==> src/rtl/sample_iterator.sv <==
// sample_iterator: walks every subsample position of a triangle's bounding box, one per cycle.
// Latency: accept at edge t gives the first sample valid in cycle t+1. An N-sample box ends in cycle t+N.
// Backpressure: halt_RnnnnH stalls the bbox stage while iterating. The downstream side has none.
// Ports:
//   clk, rst (async active-low)
//   tri_R13S, color_R13U, box_R13S, validTri_R13H, subSample_RnnnnU : triangle, box and step select in
//   halt_RnnnnH : stall to the bbox stage
//   tri_R14S, color_R14U, sample_R14S, validSamp_R14H : latched triangle and color, current sample
module sample_iterator #(
  parameter int SIGFIG = 24,
  parameter int RADIX  = 10,
  parameter int VERTS  = 3,
  parameter int AXIS   = 3,
  parameter int COLORS = 3
) (
  input  logic                                       clk,
  input  logic                                       rst,
  input  logic [VERTS-1:0][AXIS-1:0][SIGFIG-1:0]     tri_R13S,
  input  logic [COLORS-1:0][SIGFIG-1:0]              color_R13U,
  input  logic [1:0][1:0][SIGFIG-1:0]                box_R13S,
  input  logic                                       validTri_R13H,
  input  logic [3:0]                                 subSample_RnnnnU,
  output logic                                       halt_RnnnnH,
  output logic [VERTS-1:0][AXIS-1:0][SIGFIG-1:0]     tri_R14S,
  output logic [COLORS-1:0][SIGFIG-1:0]              color_R14U,
  output logic [1:0][SIGFIG-1:0]                     sample_R14S,
  output logic                                       validSamp_R14H
);

  typedef enum logic {WAIT = 1'b0, TEST = 1'b1} state_t;

  localparam logic signed [SIGFIG-1:0] ONE = 1;

  state_t                                r_state;
  logic [VERTS-1:0][AXIS-1:0][SIGFIG-1:0] r_tri;
  logic [COLORS-1:0][SIGFIG-1:0]          r_color;
  logic signed [SIGFIG-1:0]              r_ll_x;
  logic signed [SIGFIG-1:0]              r_ur_x;
  logic signed [SIGFIG-1:0]              r_ur_y;
  logic signed [SIGFIG-1:0]              r_step;
  logic signed [SIGFIG-1:0]              r_x;
  logic signed [SIGFIG-1:0]              r_y;
  logic                                  r_vld;

  logic signed [SIGFIG-1:0]              w_ll_x;
  logic signed [SIGFIG-1:0]              w_ll_y;
  logic signed [SIGFIG-1:0]              w_ur_x;
  logic signed [SIGFIG-1:0]              w_ur_y;
  logic signed [SIGFIG-1:0]              w_step;
  logic                                  w_last;
  logic                                  w_halt;
  logic                                  w_accept;
  logic                                  w_empty;

  assign w_ll_x = box_R13S[0][0];
  assign w_ll_y = box_R13S[0][1];
  assign w_ur_x = box_R13S[1][0];
  assign w_ur_y = box_R13S[1][1];

  // Non-one-hot selects fall back to a whole-pixel step.
  always_comb begin
    w_step = ONE << RADIX;
    case (subSample_RnnnnU)
      4'b1000: w_step = ONE << RADIX;
      4'b0100: w_step = ONE << (RADIX - 1);
      4'b0010: w_step = ONE << (RADIX - 2);
      4'b0001: w_step = ONE << (RADIX - 3);
      default: w_step = ONE << RADIX;
    endcase
  end

  // halt is derived only from registers, so an async reset drops it without a clock.
  assign w_last   = (r_x >= r_ur_x) && (r_y >= r_ur_y);
  assign w_halt   = (r_state == TEST) && !w_last;
  assign w_accept = validTri_R13H && !w_halt;
  assign w_empty  = (w_ur_x < w_ll_x) || (w_ur_y < w_ll_y);

  always_ff @(posedge clk or negedge rst) begin
    if (!rst) begin
      r_state <= WAIT;
      r_tri   <= '0;
      r_color <= '0;
      r_ll_x  <= '0;
      r_ur_x  <= '0;
      r_ur_y  <= '0;
      r_step  <= '0;
      r_x     <= '0;
      r_y     <= '0;
      r_vld   <= 1'b0;
    end else if (w_accept && !w_empty) begin
      // A new box loads even on the previous box's last sample, so there is no bubble.
      r_state <= TEST;
      r_tri   <= tri_R13S;
      r_color <= color_R13U;
      r_ll_x  <= w_ll_x;
      r_ur_x  <= w_ur_x;
      r_ur_y  <= w_ur_y;
      r_step  <= w_step;
      r_x     <= w_ll_x;
      r_y     <= w_ll_y;
      r_vld   <= 1'b1;
    end else if (r_state == TEST) begin
      if (r_x < r_ur_x) begin
        r_x <= r_x + r_step;
      end else if (r_y < r_ur_y) begin
        r_x <= r_ll_x;
        r_y <= r_y + r_step;
      end else begin
        // Last sample with no new box to take, or an empty box to drop.
        r_state <= WAIT;
        r_vld   <= 1'b0;
      end
    end
  end

  assign halt_RnnnnH    = w_halt;
  assign tri_R14S       = r_tri;
  assign color_R14U     = r_color;
  assign sample_R14S[0] = r_x;
  assign sample_R14S[1] = r_y;
  assign validSamp_R14H = r_vld;

endmodule

==> config.mk <==
export PLATFORM = sky130hd
export DESIGN_NAME = sample_iterator
export DESIGN_NICKNAME = d
export VERILOG_FILES = /design/src/rtl/sample_iterator.sv
export SDC_FILE = /design/constraint.sdc
export NUM_CORES = 1
export LEC_CHECK = 0
export BUFFER_PORTS_ARGS = -buffer_cell sky130_fd_sc_hd__buf_2
export CELL_PAD_IN_SITES_DETAIL_PLACEMENT = 2
export CELL_PAD_IN_SITES_GLOBAL_PLACEMENT = 2
export CORE_ASPECT_RATIO = 0.6
export CORE_MARGIN = 2
export CORE_UTILIZATION = 30
export CTS_CLUSTER_DIAMETER = 200
export CTS_CLUSTER_SIZE = 8
export DETAILED_ROUTE_END_ITERATION = 10
export PLACE_DENSITY_LB_ADDON = 0.1
export RECOVER_POWER = 100
export SLEW_MARGIN = 20
export SYNTH_ARGS = -nofsm -noshare
export SYNTH_HDL_FRONTEND = slang
export SYNTH_SLANG_ARGS = --single-unit
==> constraint.sdc <==
create_clock -name clk -period 3.15 [get_ports clk]
set_input_delay 0.63 -clock clk [delete_from_list [all_inputs] [get_ports clk]]
set_output_delay 0.63 -clock clk [all_outputs]
set_load 0.1 [all_outputs]
==> metrics.md, run 1 <==
| Metric | Value |
|---|---|
| Die Span Y | `205 µm` |
| Main flop type after synthesis | `dfrtp_1` |
| Die area | `69700 µm²` |
| Via-to-Cell Ratio | `4.61` |
| Worst rel slew slack | `-0.230` |
| Worst EP required | `2.52 ns` |
| Synth Cell Area | `20300 µm²` |
| Clock latency on the worst-skew pair | `0.62 ns` |
| Cells after Synth | `1395` |
| I/O Pins | `729` |
| Crit path DAT | `3.41 ns` |
| Rows | `73` |
| PnR worst setup slack | `-0.889 ns` |
| Worst R2R Setup Slack | `-0.83 ns` |
| Routed Antenna Nets | `0` |
| Number of global-route vias before repair | `18.6k` |
| Crit path time final | `4.04 ns` |
| Hpwl dp | `61.0 mm` |
| Clock sinks | `414` |
| Die W | `340 µm` |
| Synthesis-to-finish area growth | `50.9%` |
| Core Region | `66500 µm²` |
| Clk_skew | `0.0318 ns` |
| Max-slew violation count | `59` |
| Routed len/inst | `25.5 µm` |
| Failing checks | `capacitance limit, slew limit, setup timing` |
| Clk root buf | `clkbuf_16` |
| Fmax | `248 MHz` |
| RSZ-0062 raised after global routing | `yes` |
| Most used cell, CP | `a211oi_4` |
| Clk slew on worst S/H paths | `0.06 ns` |
| GPL Wtd Cong | `0.800` |
| CP max stage delay | `0.63 ns` |
| CP max-delay cell | `or4_4` |
| Final hold vios | `0` |
| Final #Nets | `2958` |
| Grt total ovfl | `0` |
| Largest net degree at the start of global routing | `62` |
| FFs w/ async S/R, synth | `1.00` |
| Synth cell types | `54` |
| Worst-path fanout max | `3` |
| TritonRoute pass-1 iters | `4` |
| CTS buffer count | `57` |
| Ys Warns | `0` |
| Worst-path cell chain | `ha_4 > nand4_1 > or4_4 > a211oi_4 > a211oi_4 > mux2i_4 > o31ai_4 > a21boi_4 > buf_6 > buf_12` |
| Top delay family on crit path | `simple AND/OR/NAND/NOR gates` |
| CP Capture Type | `primary output` |
| Hold Path Class | `input port to register` |
| Worst Tran Pin Value | `1.84 ns` |
| Total negative setup slack | `-310.38 ns` |
| Sequential cell area | `10500 µm²` |
| Total track usage | `0.245` |
| DR DRC count | `0` |
| Final setup fails | `415` |
| Sequential area share after synthesis | `0.511` |
| Bufs and invs on worst path | `2` |
| Period utilization | `1.28` |
| Initial antenna violation count | `21` |
| Flops & latches, synth | `414` |
| Layout cells sized above 1 | `0.503` |
| Pre-CTS WS | `-1.38 ns` |
| Post-synth EDFFs | `0` |
| Initial Util | `0.305` |
| Setup crit start kind | `register` |
| Minimum hold slack | `0.245 ns` |
| Routed wire length | `86.6 mm` |
| Port Buffer Count | `728` |
| Max Buffers Root-to-Sink | `3` |
| Via count | `15.7k` |
| Fill count | `6748` |
| Crit path kind | `register to primary output` |
| # Max-Cap Violations | `1` |
| Multi-input combinational cell area | `9600 µm²` |
| Starting DRC count in detailed routing | `511` |
| Status | `finished, violations left` |
| H-tree lvl count | `2` |
| Net Count, Synth | `1890` |
| Average cell area after synthesis | `14.5 µm²` |
| CTS tree | `done` |
| First-pass GRT wire length | `127 mm` |
## cell usage after synthesis, drive strengths merged, types with 7 or more instances
cell type	instances	area share
a22o	7	0.0030
a21o	24	0.0089
a211oi	9	0.0033
dfrtp	414	0.51
nor2b	8	0.0025
nand4	26	0.0080
and3	8	0.0025
ha	102	0.063
mux2i	44	0.022
xnor2	14	0.0060
a21oi	37	0.0091
nand3	13	0.0032
o21ai	35	0.0086
inv	110	0.020
a41oi	7	0.0030
nor2	12	0.0022
nand2	24	0.0044
mux2	383	0.27
buf	51	0.025
## cell usage in the layout (no fill, tap or decap), types with 46 or more instances in the layout
master / n
buf_2: 389
mux2_4: 381
dfrtp_1: 370
clkbuf_1: 358
buf_4: 184
inv_1: 110
ha_1: 89
clkbuf_16: 61
buf_12: 46
## cell families (layout without fill, tap and decap cells)
group | count (synthesis) | after routing | synth area share
buffers and inverters | 167 | 1256 | 0.0463
DFF | 414 | 414 | 0.511
adders and majority gates | 104 | 104 | 0.0649
and+or+nand+nor | 119 | 119 | 0.0331
AOI/OAI and AO/OA | 144 | 144 | 0.0462
muxes | 427 | 427 | 0.290
xor gates and xnor gates | 20 | 20 | 0.00864
other | 0 | 11 | 0
## path summary, 6_finish.rpt
check	start	end	cells past startpoint
worst max-delay path	r_x[18]	halt_RnnnnH	10
worst min-delay path	tri_R13S[71]	tri_R14S[71]	2
worst max register to register	r_x[18]	tri_R14S[7]	16
worst min register to register	tri_R14S[177]	tri_R14S[177]	1
max in group asynchronous	rst	r_x[16]	3
min in group asynchronous	rst	r_ur_y[22]	2
## routing by layer
metal / share of wire / global-route usage
met3: 0.054 / 0.0617
met5: 0.00098 / 0
met1: 0.44 / 0.319
met4: 0.022 / 0.0627
met2: 0.49 / 0.408
## what timing repair did
| action | in CTS | in global routing |
|---|---|---|
| endpoints found under the hold margin | 0 | 2 |
| setup buffers | 74 | 23 |
| cloned | 50 | 3 |
| pin swaps | 14 | 1 |
| hold buffers | 0 | 1 |
| setup endpoints to repair | 415 | 415 |
| resized for setup | 195 | 91 |
## through the flow
step	utilization	area, µm²	instances
floorplan	-	20800	1395
global placement	0.403	26800	3189
detailed placement	0.403	26800	3189
CTS	0.470	31300	3392
global route	0.460	30600	3391
finish	0.460	30600	3395
## final cells by class
type | instances | area share
Timing Repair Buffer | 1066 | 0.242
Multi-Input combinational cell | 814 | 0.314
Clock buffer | 78 | 0.0502
Sequential cell | 414 | 0.342
Antenna cell | 11 | 0.000900
Clock inverter | 2 | 0.00127
Tap cell | 900 | 0.0368
Inverter | 110 | 0.0135
## state kept, by name, indices dropped and copies added, names as in the netlist
| name | count |
|---|---|
| tri_R14S | 216 |
| color_R14U | 72 |
| r_ll_x | 24 |
| r_ur_x | 24 |
| r_ur_y | 24 |
| r_x | 24 |
| r_y | 24 |
| r_step | 4 |
| r_state | 1 |
| validSamp_R14H | 1 |
Power of run 1 is left out: the tool's default activity adds up to more than one toggle a clock period on the data nets, which glitch-free logic cannot reach.
==> run 2, diff against run 1 <==
CORE_AREA = 2 2 282 284   (was default)
CORE_ASPECT_RATIO = default   (was 0.6)
CORE_MARGIN = default   (was 2)
CORE_UTILIZATION = default   (was 30)
DIE_AREA = 0 0 284 286   (was default)
HOLD_SLACK_MARGIN = 0.1   (was default)
clock period = 3.9 ns   (was 3.15 ns; I/O delays follow)
==> metrics.md, run 2 (same netlist as run 1, synthesis figures left out) <==
| Metric | Value |
|---|---|
| Status | `finished, violations left` |
| Failing checks | `capacitance limit, slew limit, setup timing` |
| CP Capture Type | `primary output` |
| Worst r2r src | `r_x[23]` |
| RSZ-0062 raised after global routing | `yes` |
| Largest net degree at the start of global routing | `78 (+26%)` |
| Fill count | `8387 (+24%)` |
| I/O Pins | `729 (unchanged)` |
| Global-route track usage on met1 | `0.222 (-0.0973)` |
| Routed wire length | `86.4 mm (-0.24%)` |
| Routed len/inst | `25.6 µm (+0.23%)` |
| Hpwl dp | `64.5 mm (+5.7%)` |
| Hold path endpoint | `tri_R14S[181]` |
| GR Layer Usage met2 | `0.360 (-0.0478)` |
| Max-slew violation count | `137 (+130%)` |
| Die area | `81200 µm² (+16%)` |
| Placed insts | `3200 (+0.34%)` |
| GPL Wtd Cong | `0.816 (+2.0%)` |
| Final #Nets | `2787 (-5.8%)` |
| Core Util, Final | `0.370 (-0.0901)` |
| Global routing's busiest layer | `met2` |
| Fmax | `241 MHz` |
| Pre-CTS WS | `-0.556 ns (+0.820 ns)` |
| Worst-path fanout max | `3 (unchanged)` |
| Rows | `103 (+41%)` |
| Total track usage | `0.204 (-0.0416)` |
| Layout cells sized above 1 | `0.445 (-0.0586)` |
| H-tree lvl count | `2 (unchanged)` |
| Routed Antenna Nets | `0 (unchanged)` |
| CTS tree | `done` |
| Clock sinks | `414 (unchanged)` |
| Starting DRC count in detailed routing | `455 (-11%)` |
| Grt total ovfl | `0 (unchanged)` |
| Core Region | `78400 µm² (+18%)` |
| Hold Path Class | `input port to register` |
| Final hold vios | `0 (unchanged)` |
| Most common cell after layout, fill and taps aside | `buf_2` |
| PnR worst setup slack | `-0.251 ns (+0.639 ns)` |
| Non-Filler Instances | `3379 (-0.47%)` |
| Max Buffers Root-to-Sink | `3 (unchanged)` |
| Max reg flops | `216 (unchanged)` |
| Period utilization | `1.06` |
| Multi-input combinational cell area | `9330 µm² (-2.8%)` |
| Crit path kind | `register to primary output` |
| DR DRC count | `0 (unchanged)` |
| R2r endpoint | `tri_R14S[51]` |
| Initial antenna violation count | `51 (+140%)` |
| Via-to-Cell Ratio | `4.48 (-2.8%)` |
| Worst Tran Pin Value | `2.30 ns (+0.451 ns)` |
| Hold Path Cell Cnt | `2 (unchanged)` |
| Die W | `284 µm (-16%)` |
| Setup crit start kind | `register` |
| Worst rel slew slack | `-0.531 (-0.301)` |
| CP startpoint | `r_x[23]` |
| Worst EP required | `3.12 ns (+0.60 ns)` |
| Hold Path Origin | `tri_R13S[181]` |
| Crit path time final | `4.15 ns` |
| Most frequent cells in the layout | `buf_2, dfrtp_1, clkbuf_1` |
| # Max-Cap Violations | `3 (+2)` |
| Number of global-route vias before repair | `17.6k (-5.5%)` |
| Clk slew on worst S/H paths | `0.06 ns (about the same)` |
| First-pass GRT wire length | `122 mm (-4.1%)` |
| Sequential cell area | `10400 µm² (-0.11%)` |
| Worst R2R Setup Slack | `-0.12 ns (+0.71 ns)` |
| Clock latency on the worst-skew pair | `0.62 ns (about the same)` |
| Cells on worst reg2reg path | `17 (+1)` |
| Total negative setup slack | `-8.03 ns (+302.35 ns)` |
| Met3 Use GR | `0.0727 (+0.0110)` |
| Crit path DAT | `3.37 ns (-0.04 ns)` |
| Final setup fails | `186 (-55%)` |
| Die Span Y | `286 µm (+39%)` |
| Synthesis-to-finish area growth | `43.0%` |
| Clk_skew | `0.0418 ns (+0.00991 ns)` |
| Clk root buf | `clkbuf_16` |
| Via count | `15.2k (-3.3%)` |
| Initial Util | `0.259 (-0.0462)` |
| Port Buffer Count | `728 (unchanged)` |
| TritonRoute pass-1 iters | `6 (+2)` |
| CTS buffer count | `57 (unchanged)` |
==> run 2: cell count changes in the layout (fill, tap and decap cells not counted), moves of 9 or more <==
| cell | before | now |
|---|---|---|
| buf_12 | 46 | 25 |
| buf_6 | 37 | 10 |
| mux2_1 | 0 | 34 |
| clkbuf_16 | 61 | 78 |
| mux2_4 | 381 | 347 |
| buf_4 | 184 | 60 |
| buf_16 | 37 | 28 |
==> run 2: worst max path at each step <==
stage,end,cells after the start,slack (ns)
after CTS,halt_RnnnnH,10,-0.36
after floorplan,tri_R14S[144],13,0.05
after detailed placement,tri_R14S[163],14,-0.56
after global placement,r_y[6],14,-0.59
final,halt_RnnnnH,10,-0.25
after global routing,halt_RnnnnH,10,-0.35
==> run 2: area by class of cell <==
class,count,area share
Sequential cell,414,0.360
Multi-Input combinational cell,814,0.322
Timing Repair Buffer,895,0.202
Clock buffer,75,0.0526
Tap cell,1050,0.0453
Inverter,110,0.0142
Clock inverter,2,0.00173
Antenna cell,19,0.00164
==> run 2: layer usage <==
layer  wire length, µm  vias up  share of wire
met3              6760      184          0.078
met1             31600     7709           0.37
met5               309        -         0.0036
met4              3410       50          0.039
met2             44300      459           0.51
li1                  -     6749              -
==> run 2: repair_timing <==
action                     CTS  global route
setup endpoints to repair  131           400
hold buffers                 0             0
gates resized for setup     85            60
setup buffers               37            12
pin swaps                    7             9
gates cloned                17            23
==> run 2: critical path, stage by stage (launching register included) <==
cell	delay, ns
dfrtp_4	0.48
ha_4	0.29
nand4_1	0.21
or4_4	0.64
a211oi_4	0.24
a211oi_4	0.08
mux2i_4	0.24
o31ai_4	0.12
a21boi_4	0.15
buf_6	0.12
buf_12	0.16
==> run 2: through the flow <==
| step | hold WS (ns) | area, µm² |
|---|---|---|
| floorplan | 0.457 | 20500 |
| global placement | 0.465 | 25800 |
| detailed placement | 0.463 | 25800 |
| CTS | 0.172 | 28600 |
| global route | 0.348 | 29000 |
| finish | 0.373 | 29000 |
Power of run 2 is left out for the same reason.
